`config.mk`:
```
export PLATFORM = sky130hd
export DESIGN_NAME = inverse_nr_seq
export DESIGN_NICKNAME = d
export VERILOG_FILES = /design/src/rtl/inverse_nr_seq.sv
export SDC_FILE = /design/constraint.sdc
export NUM_CORES = 2
export LEC_CHECK = 0
export CORE_MARGIN = 2
export CORE_UTILIZATION = 50
export DETAILED_ROUTE_END_ITERATION = 7
export MAX_ROUTING_LAYER = met4
export PLACE_DENSITY = 0.72
export SLEW_MARGIN = 20
export SYNTH_ARGS = -nofsm -noshare
export SYNTH_HDL_FRONTEND = slang
export SYNTH_SLANG_ARGS = --single-unit
export TNS_END_PERCENT = 30
```
`constraint.sdc`:
```
create_clock -name clk -period 12.9 [get_ports clk]
set_input_delay 3.87 -clock clk [delete_from_list [all_inputs] [get_ports clk]]
set_output_delay 3.87 -clock clk [all_outputs]
set_load 0.01 [all_outputs]
```
`src/rtl/inverse_nr_seq.sv`:
```
// Sequential |1/det| unit: linear seed plus ITER Newton-Raphson steps on one shared multiplier.
// Latency: out_valid rises 2*ITER+3 cycles after the accepting edge, for every input.
// Backpressure: one item in flight; in_ready only in IDLE, and the result is held in DONE until out_ready.
// Optional: define INVERSE_ZERO_DETECT_EN to add out_zero and a saturated result for det==0.
module inverse_nr_seq #(
    parameter int IN_W   = 13,
    parameter int FRAC_W = 23,
    parameter int ITER   = 3
) (
    input  logic                   clk,
    input  logic                   reset,
    input  logic                   in_valid,
    output logic                   in_ready,
    input  logic signed [IN_W-1:0] in_det,
    output logic                   out_valid,
    input  logic                   out_ready,
    output logic [FRAC_W:0]        out_inv,
    output logic                   out_negative,
    output logic                   busy
`ifdef INVERSE_ZERO_DETECT_EN
    ,
    output logic                   out_zero
`endif
);

    localparam int YW = FRAC_W + 2;
    localparam int PW = $clog2(IN_W + 1);
    localparam int CW = $clog2(ITER + 1);

    // Seed constants 48/17 and 32/17, rounded to nearest at FRAC_W fractional bits.
    localparam logic [YW-1:0] K1  = YW'(((64'd96 << FRAC_W) + 64'd17) / 64'd34);
    localparam logic [YW-1:0] K2  = YW'(((64'd64 << FRAC_W) + 64'd17) / 64'd34);
    localparam logic [YW-1:0] TWO = {2'b10, {FRAC_W{1'b0}}};

    typedef enum logic [2:0] {
        S_IDLE,
        S_NORM,
        S_SEED,
        S_ITER_T,
        S_ITER_Y,
        S_SCALE,
        S_DONE
    } state_t;

    state_t            state;
    logic [IN_W-1:0]   det_r;
    logic [PW-1:0]     p_r;
    logic [FRAC_W-1:0] m_r;
    logic [YW-1:0]     y_r;
    logic [YW-1:0]     t_r;
    logic [CW-1:0]     iter_cnt;
`ifdef INVERSE_ZERO_DETECT_EN
    logic              zero_r;
`endif

    function automatic logic [PW-1:0] bit_len(input logic [IN_W-1:0] v);
        bit_len = '0;
        for (int i = 0; i < IN_W; i++) begin
            if (v[i]) bit_len = PW'(i + 1);
        end
    endfunction

    // Magnitude as IN_W-bit unsigned so the most negative input maps to 2^(IN_W-1).
    logic [IN_W-1:0]        mag;
    logic [PW-1:0]          p_next;
    logic [IN_W+FRAC_W-1:0] norm_ext;

    assign mag      = det_r[IN_W-1] ? (~det_r + {{(IN_W-1){1'b0}}, 1'b1}) : det_r;
    assign p_next   = bit_len(mag);
    assign norm_ext = {mag, {FRAC_W{1'b0}}} >> p_next;

    logic [YW-1:0]   mul_a;
    logic [YW-1:0]   mul_b;
    logic [2*YW-1:0] prod;
    logic [YW-1:0]   prod_q;

    always_comb begin
        mul_a = '0;
        mul_b = '0;
        case (state)
            S_SEED: begin
                mul_a = K2;
                mul_b = {2'b00, m_r};
            end
            S_ITER_T: begin
                mul_a = {2'b00, m_r};
                mul_b = y_r;
            end
            S_ITER_Y: begin
                mul_a = y_r;
                mul_b = TWO - t_r;
            end
            default: begin
                mul_a = '0;
                mul_b = '0;
            end
        endcase
    end

    assign prod   = mul_a * mul_b;
    assign prod_q = prod[FRAC_W +: YW];

    logic unused_bits;
    assign unused_bits = ^{prod[FRAC_W-1:0], prod[2*YW-1:FRAC_W+YW],
                           norm_ext[IN_W+FRAC_W-1:FRAC_W]};

    // y reaches exactly 2.0 for power-of-two magnitudes; saturate to the Q1 range.
    logic [FRAC_W:0] y_clamp;
    assign y_clamp = y_r[YW-1] ? {(FRAC_W+1){1'b1}} : y_r[FRAC_W:0];

    assign in_ready = (state == S_IDLE);
    assign busy     = (state != S_IDLE);

    always_ff @(posedge clk or posedge reset) begin
        if (reset) begin
            state        <= S_IDLE;
            det_r        <= '0;
            p_r          <= '0;
            m_r          <= '0;
            y_r          <= '0;
            t_r          <= '0;
            iter_cnt     <= '0;
            out_valid    <= 1'b0;
            out_inv      <= '0;
            out_negative <= 1'b0;
`ifdef INVERSE_ZERO_DETECT_EN
            zero_r       <= 1'b0;
            out_zero     <= 1'b0;
`endif
        end else begin
            case (state)
                S_IDLE: begin
                    if (in_valid) begin
                        det_r        <= in_det;
                        out_negative <= in_det[IN_W-1];
                        state        <= S_NORM;
                    end
                end
                S_NORM: begin
                    p_r   <= p_next;
                    m_r   <= norm_ext[FRAC_W-1:0];
`ifdef INVERSE_ZERO_DETECT_EN
                    zero_r <= (mag == '0);
`endif
                    state <= S_SEED;
                end
                S_SEED: begin
                    y_r      <= K1 - prod_q;
                    iter_cnt <= '0;
                    state    <= S_ITER_T;
                end
                S_ITER_T: begin
                    t_r   <= prod_q;
                    state <= S_ITER_Y;
                end
                S_ITER_Y: begin
                    y_r      <= prod_q;
                    iter_cnt <= iter_cnt + CW'(1);
                    state    <= (iter_cnt == CW'(ITER - 1)) ? S_SCALE : S_ITER_T;
                end
                S_SCALE: begin
`ifdef INVERSE_ZERO_DETECT_EN
                    if (zero_r) begin
                        out_inv      <= '1;
                        out_zero     <= 1'b1;
                        out_negative <= 1'b0;
                    end else begin
                        out_inv  <= y_clamp >> p_r;
                        out_zero <= 1'b0;
                    end
`else
                    out_inv <= y_clamp >> p_r;
`endif
                    out_valid <= 1'b1;
                    state     <= S_DONE;
                end
                S_DONE: begin
                    if (out_ready) begin
                        out_valid <= 1'b0;
                        state     <= S_IDLE;
                    end
                end
                default: state <= S_IDLE;
            endcase
        end
    end

endmodule

```
==> run metrics <==
run status complete, no violations; Req. time, crit path 13170 ps; TritonRoute pass-1 iters 6; grt ovf 0; routed wl met2 40900 µm; top sig layer met4; final net count 4033; synthesized area per cell 8.32 µm²; Synth warnings 0; gp weighted congestion 0.984; Syn Nets 4066; total track usage 0.330; Fmax 87.4 MHz; Clock Skews 9.96 ps; number of cells on the worst hold path 2; Die Span Y 240 µm; WP data arrival 11710 ps; Routed Antenna Nets 0; Post-CTS Hold Fix Bufs 0; clk slew on worst S/H paths 80 ps; num ports 45; initial antenna violation count 4; clk sinks 112; Critical path buffers and inverters 6; top cells by area, synth fa_1, dfrtp_1, inv_1, ha_1, nand2_1; hpwl dp 70200 µm; Seq cells post-synth 112; RSZ-0062 raised after global routing no; Initial DRC Count 2181; Num CTS Buffers 9; Worst path top cell family by delay simple AND/OR/NAND/NOR gates; Max Cap Viol 0; Core Area 55100 µm²; synthesized cell area 27900 µm²; min-delay src out_inv[1]; Critical Path Sink Type flop; Reg2Reg Launch Point t_r[4]; post-synth top area share 0.376; first-pass GRT wire length 140000 µm; area leader, netlist fa_1; commonest non-fill, non-tap cell in the layout inv_1; metal3 WL 8210 µm; Buffers on Ports 44; # setup viols final 0; postcts setup bufs 0; Least-Margin Pin Slew 1170 ps; WL/cell 21.8 µm; FF-to-FF setup slack 1450 ps; Hold EP out_inv[1]; final WL 89000 µm; Post-synth EDFFs 0; most used cell, CP fa_1; vias 23900; clock root buffer clkbuf_16; Clock Path Buffers 2; fraction of registers with async set/reset 1.00; CTS tree yes; Initial Utilization 0.506; Rel. slew slack 0.222; Post-Route M1 WL 33600 µm; Worst path slowest cell nor4_1; Cells after Synth 3352; Clock H-tree levels 3; setup TNS 0 ps; largest net degree at the start of global routing 83; CP max stage delay 850 ps; worst-path fanout max 14; Synth Flop Type dfrtp_1; worst hold path class flop to flop; post-CTS sizing 0; share of cells above drive strength 1 0.0584; row cnt 86; count of cell types in the netlist 83; Filler Cell Count 5209; # DRC 0; Critical Path Source Type flop; vias per inst 5.86; clock latency on the worst-skew pair 370 ps; sequential-to-total area share from yosys stat 0.100; Synth-to-Final Area Change 6.48%; die area 57700 µm²; Final Max Slew Viols 0; reg2reg path depth 34; Tmin final 11450 ps; die width 240 µm; number of global-route vias before repair 24500; RR Endpoint y_r[22]; WS Path Type flop to flop; most frequent cells in the layout inv_1, fa_1, nand2_1, nor2_1, ha_1; Final period util 0.887; endpoints failing hold 0
==> worst min-delay path: stages, from the launching register on <==
cell and delay [ps]:
dfrtp_1 350, nand2_1 50, o21ai_0 60
==> routing by layer <==
layer | track usage | vias to the layer above
li1 | - | 10500
met1 | 0.399 | 11900
met2 | 0.517 | 1147
met3 | 0.0661 | 352
met4 | 0.191 | 0
met5 | - | -
==> layout make-up <==
type,count,area (µm²),share of cell area
antenna,2,5.00,0.000168
clock buffer,10,239,0.00804
clock inverter,6,67.6,0.00227
inverter,616,2310,0.0779
multi-input combinational,2443,22200,0.747
sequential,112,2800,0.0944
tap,748,936,0.0315
timing repair buffer,137,1150,0.0387
==> sequential cells by signal (all words and copies together) (netlist names) <==
name / flops
y_r: 25
det_r: 12
p_r: 4
out_inv: 24
iter_cnt: 2
out_valid: 1
state: 3
m_r: 15
out_negative: 1
t_r: 25
==> worst max-delay path by stage <==
stage            from       to  slack (ps)  cells past startpoint
2_1_floorplan  t_r[4]  y_r[23]        2960                     35
3_3_place_gp   t_r[4]  y_r[22]        1840                     34
3_5_place_dp   t_r[4]  y_r[23]        1720                     35
4_1_cts        t_r[4]  y_r[23]        1660                     35
5_1_grt        t_r[4]  y_r[23]         810                     35
6_report       t_r[4]  y_r[22]        1450                     34
==> kinds of logic after synthesis <==
| logic type | Yosys count | share of synthesized area |
|---|---|---|
| XOR/XNOR | 58 | 0.0187 |
| adder cells (fa/ha/maj) | 697 | 0.454 |
| flip-flops | 112 | 0.100 |
| multiplexers | 73 | 0.0332 |
| AND/OR/NAND/NOR | 1110 | 0.169 |
| AO/OA/AOI/OAI | 505 | 0.117 |
| buffers and inverters | 797 | 0.108 |
==> stage by stage <==
| step | util | cell area, µm² | hold WS [ps] | std cells | worst slack, ps |
|---|---|---|---|---|---|
| finish | 0.539 | 29700 | 481 | 4074 | 1450 |
| detailed placement | 0.534 | 29400 | 469 | 4056 | 1720 |
| global route | 0.539 | 29700 | 517 | 4074 | 810 |
| floorplan | - | 27900 | 454 | 3352 | 2960 |
| global placement | 0.534 | 29400 | 462 | 4056 | 1840 |
| CTS | 0.539 | 29700 | 487 | 4072 | 1660 |
==> cell usage after synthesis (8+ instances only) <==
cell      number
o21a_1        18
and3_1        10
o21bai_1       8
nor2b_1       10
a31oi_1        9
o21ai_0      123
nand2_1      516
a22oi_1       23
inv_1        615
nand4_1       17
nor3_1        38
xnor2_1       31
clkbuf_1     165
mux4_2        13
a22o_1        19
ha_1         173
o211ai_1      18
or3_1         11
nor2_1       375
nand2b_1      20
fa_1         524
and2_1        35
a211oi_1      18
a21o_1        24
mux2_2        23
a21boi_0       8
dfrtp_1      112
a21oi_1      128
o22ai_1       13
xor2_1        25
nor4_1        16
nand3_1       28
o31ai_1       14
mux2i_1       36
o21ai_1       21
Power is not shown: default switching activity piles up to over one toggle a cycle in this logic, so the estimate is an artifact.
